==> config.mk <==
export PLATFORM = sky130hd
export DESIGN_NAME = background_fill_engine
export DESIGN_NICKNAME = d
export VERILOG_FILES = /design/src/rtl/background_fill_engine.sv
export SDC_FILE = /design/constraint.sdc
export NUM_CORES = 1
export LEC_CHECK = 0
export CAP_MARGIN = 40
export CORE_MARGIN = 4
export CORE_UTILIZATION = 29
export CTS_CLUSTER_DIAMETER = 150
export DETAILED_ROUTE_END_ITERATION = 7
export PLACE_DENSITY_LB_ADDON = 0.1
export SLEW_MARGIN = 30
export SYNTH_ARGS = -nofsm -noshare
export SYNTH_HDL_FRONTEND = slang
export SYNTH_SLANG_ARGS = --single-unit
==> constraint.sdc <==
create_clock -name clk -period 5.7 [get_ports clk]
set_input_delay 0.57 -clock clk [delete_from_list [all_inputs] [get_ports clk]]
set_output_delay 0.57 -clock clk [all_outputs]
set_load 0.01 [all_outputs]
==> src/rtl/background_fill_engine.sv <==
// Raster-order framebuffer background filler with NUM_BANDS programmable horizontal color bands.
// Define BG_DITHER_EN to add a checkerboard transition in the last two rows of each band.
module background_fill_engine #(
    parameter int BUFFER_WIDTH      = 160,
    parameter int BUFFER_HEIGHT     = 120,
    parameter int BUFFER_ADDR_WIDTH = $clog2(BUFFER_WIDTH * BUFFER_HEIGHT),
    parameter int NUM_BANDS         = 4,
    parameter int COLOR_WIDTH       = 16,
    parameter int END_WIDTH         = $clog2(BUFFER_HEIGHT)
) (
    input  logic                               clk,
    input  logic                               rstn,
    input  logic                               draw_start_i,
    input  logic                               abort_i,
    input  logic [NUM_BANDS*COLOR_WIDTH-1:0]   band_color_i,
    input  logic [NUM_BANDS*END_WIDTH-1:0]     band_end_y_i,
    output logic                               busy_o,
    output logic                               draw_done_o,
    output logic                               write_en_o,
    input  logic                               write_ready_i,
    output logic [BUFFER_ADDR_WIDTH-1:0]       write_addr_o,
    output logic [COLOR_WIDTH-1:0]             write_data_o
);

    localparam int XW = (BUFFER_WIDTH > 1) ? $clog2(BUFFER_WIDTH) : 1;
    localparam int YW = END_WIDTH;
    localparam int CW = COLOR_WIDTH;

    typedef enum logic [1:0] {
        S_IDLE = 2'd0,
        S_FILL = 2'd1,
        S_DONE = 2'd2
    } state_t;

    state_t                       state_q;
    logic [XW-1:0]                x_q, x_d;
    logic [YW-1:0]                y_q, y_d;
    logic [BUFFER_ADDR_WIDTH-1:0] addr_q;
    logic [CW-1:0]                data_q, data_d;
    logic [NUM_BANDS*CW-1:0]      colors_q;
    logic [NUM_BANDS*YW-1:0]      ends_q;
    logic                         busy_q, done_q, wen_q;
    logic                         last_pixel;
    logic [YW-1:0]                py;
    logic [NUM_BANDS*CW-1:0]      col_src;
    logic [NUM_BANDS*YW-1:0]      end_src;
    int                           band;
`ifdef BG_DITHER_EN
    logic [XW-1:0]                px;
`endif

    // Color of the pixel presented next: (0,0) from the live inputs at start, else the successor pixel.
    always_comb begin
        last_pixel = (x_q == XW'(BUFFER_WIDTH - 1)) && (y_q == YW'(BUFFER_HEIGHT - 1));
        if (x_q == XW'(BUFFER_WIDTH - 1)) begin
            x_d = '0;
            y_d = y_q + 1'b1;
        end else begin
            x_d = x_q + 1'b1;
            y_d = y_q;
        end

        if (state_q == S_IDLE) begin
            py      = '0;
            col_src = band_color_i;
            end_src = band_end_y_i;
        end else begin
            py      = y_d;
            col_src = colors_q;
            end_src = ends_q;
        end

        band = NUM_BANDS - 1;
        for (int i = NUM_BANDS - 1; i >= 0; i--) begin
            if (py <= end_src[i*YW +: YW]) band = i;
        end
        data_d = col_src[band*CW +: CW];

`ifdef BG_DITHER_EN
        px = (state_q == S_IDLE) ? '0 : x_d;
        if ((band < NUM_BANDS - 1) && (px[0] ^ py[0]) &&
            ((py == end_src[band*YW +: YW]) ||
             ({1'b0, py} + 1'b1 == {1'b0, end_src[band*YW +: YW]}))) begin
            data_d = col_src[(band+1)*CW +: CW];
        end
`endif
    end

    always_ff @(posedge clk or negedge rstn) begin
        if (!rstn) begin
            state_q  <= S_IDLE;
            x_q      <= '0;
            y_q      <= '0;
            addr_q   <= '0;
            data_q   <= '0;
            colors_q <= '0;
            ends_q   <= '0;
            busy_q   <= 1'b0;
            done_q   <= 1'b0;
            wen_q    <= 1'b0;
        end else begin
            case (state_q)
                S_IDLE: begin
                    done_q <= 1'b0;
                    if (draw_start_i) begin
                        colors_q <= band_color_i;
                        ends_q   <= band_end_y_i;
                        x_q      <= '0;
                        y_q      <= '0;
                        addr_q   <= '0;
                        data_q   <= data_d;
                        wen_q    <= 1'b1;
                        busy_q   <= 1'b1;
                        state_q  <= S_FILL;
                    end
                end
                S_FILL: begin
                    if (abort_i) begin
                        wen_q   <= 1'b0;
                        busy_q  <= 1'b0;
                        state_q <= S_IDLE;
                    end else if (write_ready_i) begin
                        if (last_pixel) begin
                            wen_q   <= 1'b0;
                            done_q  <= 1'b1;
                            state_q <= S_DONE;
                        end else begin
                            x_q    <= x_d;
                            y_q    <= y_d;
                            addr_q <= addr_q + 1'b1;
                            data_q <= data_d;
                        end
                    end
                end
                S_DONE: begin
                    done_q  <= 1'b0;
                    busy_q  <= 1'b0;
                    state_q <= S_IDLE;
                end
                default: begin
                    wen_q   <= 1'b0;
                    busy_q  <= 1'b0;
                    done_q  <= 1'b0;
                    state_q <= S_IDLE;
                end
            endcase
        end
    end

    assign busy_o       = busy_q;
    assign draw_done_o  = done_q;
    assign write_en_o   = wen_q;
    assign write_addr_o = addr_q;
    assign write_data_o = data_q;

endmodule

==> results by group <==
GRT
  – Total grt overflow: 0
  – M1 GR Usage: 28.7%
  – First-pass GRT wire length: 44.9 mm
  – All-Layer GR Usage: 18.2%
  – Grt peak-use layer: met1
  – GRT met2 Usage: 25.5%
  – Antenna violations before repair: 0
  – Vias in the first global route: 7,612
  – Largest net degree at the start of global routing: 66
  – Met3 GRT Util: 3.50%

STA
  – Actual slew at the worst max-slew pin: 0.803 ns
  – Max Clk Rate: 221 MHz
  – RSZ-0062 raised after global routing: no
  – Clk_skew: 0.0169 ns
  – # setup viols final: 0
  – Final setup TNS: 0 ns
  – Post-route minimum period: 4.52 ns
  – Final slew viol count: 0
  – Fin. Hold Viols: 0
  – Final worst-path cycle share: 79.3%
  – Worst rel slew slack: 46.5%

Worst setup path
  – R2r setup slk: 1.18 ns
  – Startpoint Class: flip-flop
  – Reg2reg start: x_q[0]$_DFFE_PN0P_
  – R2R depth: 15
  – CP endpoint kind: flip-flop
  – Crit-path slowest cell: or3_1
  – Worst Path Arrival: 4.87 ns
  – Reg-to-Reg End: write_data_o[5]$_DFFE_PN0P_
  – Cells along the critical path: ha_1, and4_1, nand2_1, or3_1, xor2_1, nor2_1, ha_1, o211ai_1, a21o_1, a41oi_1, a22o_1, buf_4, mux2i_1, o2111ai_1, o211ai_2
  – Critical Path Max Stage Delay: 0.47 ns
  – WS Path Type: flip-flop to flip-flop
  – Critical Path RT: 6.05 ns
  – Crit-path max FO: 33
  – Crit-path most repeated cell: ha_1

Place
  – DP Wirelength: 19.3 mm
  – GPL Wtd Cong: 0.848
  – PortBufs: 123

Drt
  – Routed Antenna Nets: 0
  – # DRC: 0
  – Detailed Route WL: 28.0 mm
  – Routed vias/inst: 5.06
  – 1st-iter DRT viols: 606
  – First-pass DRT Iterations: 7
  – DR vias: 7,770
  – Routed len/inst: 18.3 um

Logic synthesis
  – Post-synth top area cell: dfrtp_1
  – Mapped Nets: 1,158
  – Top cell type's share of synthesized area: 41.2%
  – Yosys warns: 0
  – Synth top area cells: dfrtp_1, nand2_1, nor2_1
  – Seq cells post-synth: 136
  – Post-synth EDFFs: 0
  – Mean post-synth cell area: 7.87 um^2
  – Register area share after synthesis: 41.2%
  – Synth async-reset ratio: 100%
  – Post-synth cell types: 71
  – Cell Area, Synth: 8250 um^2
  – Synth Flop Type: dfrtp_1
  – Syn Inst Count: 1,049

Clock tree
  – Clk buf depth: 2
  – CTS sink count: 136
  – # Post-CTS Setup Buffers: 0
  – TritonCTS clock tree: yes
  – Root Buffer: clkbuf_16
  – H-tree depth: 4
  – Worst-Skew Late Latency: 0.43 ns
  – CTS clk-pin slew, worst paths: 0.06 ns
  – Total CTS buffers: 17
  – Post-cts hold buffer count: 0
  – Post-cts resize count: 0

Floorplanning
  – Boundary pin count: 131
  – Die width: 177 um
  – Die Y: 177 um
  – Initial Utilization: 29.5%
  – Core ar.: 27,900 um^2
  – # rows: 61
  – Die ar.: 31,200 um^2

Layout
  – Ant. Diodes: 0
  – Net count, final: 1,253
  – Fraction of layout cells with a size suffix above 1: 7.26%
  – Layout area overhead: 27.2%

Status
  – Status: complete, no violations

Power
  – P per Cell Area: 322 nW/um^2
  – Max VDD drop: 0.185 mV
  – Total power: 3380 uW
  – Leak Pwr: 0.00475 uW

Run
  – Max Cap Violations: 0

Hold path
  – Hold Crit Class: primary input to async pin
[worst max-delay path, delay by kind of cell (launching register included)]
family / cells / cell delay [ns]
compound gates: 6 / 1.21
xor+xnor: 1 / 0.23
fa+ha+maj: 2 / 0.59
buf+inv: 1 / 0.43
flops: 1 / 0.38
mux: 1 / 0.25
simple gates: 4 / 1.33
[layer usage]
metal | vias to the layer above | share of wire, %
met5 | - | 0
met4 | 0 | 1.4
met3 | 19 | 5.6
met2 | 211 | 42
met1 | 3729 | 51
li1 | 3811 | -
[how the worst max path moves through the flow]
stage,start,end,slack (ns)
floorplan,state_q[0]$_DFFE_PN0P_,write_data_o[10]$_DFFE_PN0P_,1.59
global placement,x_q[0]$_DFFE_PN0P_,write_data_o[2]$_DFFE_PN0P_,1.24
CTS,x_q[0]$_DFFE_PN0P_,write_data_o[1]$_DFFE_PN0P_,1.23
finish,x_q[0]$_DFFE_PN0P_,write_data_o[5]$_DFFE_PN0P_,1.18
global route,x_q[0]$_DFFE_PN0P_,write_data_o[2]$_DFFE_PN0P_,0.81
detailed placement,x_q[0]$_DFFE_PN0P_,write_data_o[1]$_DFFE_PN0P_,1.25
[area by class of cell]
type	instances	area, um^2
Clock buffer	19	453
Clock inverter	13	145
Fill cell	2958	17400
Inverter	6	22.5
Multi-Input combinational cell	837	4560
Sequential cell	136	3400
Tap cell	378	473
Timing Repair Buffer	146	1450
[Yosys cell counts, types with 7 or more instances]
cell,count
dfrtp_1,136
o2111ai_1,15
mux2i_1,39
xor2_1,13
ha_1,12
xnor2_1,7
o211ai_1,7
nand4_1,11
nand2_1,321
and3_1,11
a211oi_1,18
o22ai_1,18
buf_1,8
nor2_1,130
or3_1,9
clkbuf_1,52
o21ai_0,57
a21oi_1,33
o211ai_2,10
nand3_1,39
buf_2,7
[report_power, final]
part | total [uW] | switching, uW | leakage, uW | internal (uW)
Clock | 1140 | 471 | 0.000280 | 672
Sequential | 1270 | 135 | 0.00171 | 1140
Combinational | 970 | 567 | 0.00277 | 403
[logic make-up after synthesis]
logic type	Yosys count	share of synthesized area (%)
and+or+nand+nor	563	29.4
AOI/OAI and AO/OA	202	16.8
DFF	136	41.2
buffers and inverters	76	3.79
muxes	39	4.73
xor gates and xnor gates	20	2.12
adders and majority gates	13	1.94
[registers in the layout, summed over array words and instances (netlist names)]
name	cells
y_q	7
colors_q	64
write_en_o	1
write_data_o	16
draw_done_o	1
ends_q	21
state_q	2
write_addr_o	15
busy_o	1
x_q	8
[per-stage QoR]
stage          hold WS [ns]  std cells  setup slack, ns  cell area (um^2)  utilization (%)
2_1_floorplan         0.274       1049             1.59              8250                -
3_3_place_gp          0.456       1497             1.24              9820             35.1
3_5_place_dp          0.461       1501             1.25              9880             35.4
4_1_cts               0.144       1533             1.23             10500             37.5
5_1_grt               0.170       1535            0.806             10500             37.6
6_report              0.126       1535             1.18             10500             37.6
[cell usage in the layout, fill, tap and decap left out, drive strengths merged, types with 3 or more instances in the layout]
cell type,Yosys,final
clkdlybuf4s50,0,122
mux2i,39,39
nand2,321,321
and2,5,5
nand4,11,11
o211ai,17,17
buf,18,24
o22a,3,3
o21ai,61,61
a211oi,19,19
o31ai,5,5
nor2b,6,6
inv,6,9
nand3,40,40
clkbuf,52,19
o221ai,3,3
clkinv,0,3
dfrtp,136,136
xor2,13,13
nor3,6,6
nor4,3,3
a21oi,33,33
o2111ai,15,15
or3,9,9
nor2,130,130
a31oi,4,4
xnor2,7,7
clkinvlp,0,5
ha,12,12
a21o,3,3
or2,5,5
o22ai,18,18
and3,11,11
a41oi,3,3
Note: power is estimated with default switching activity, not from simulation.
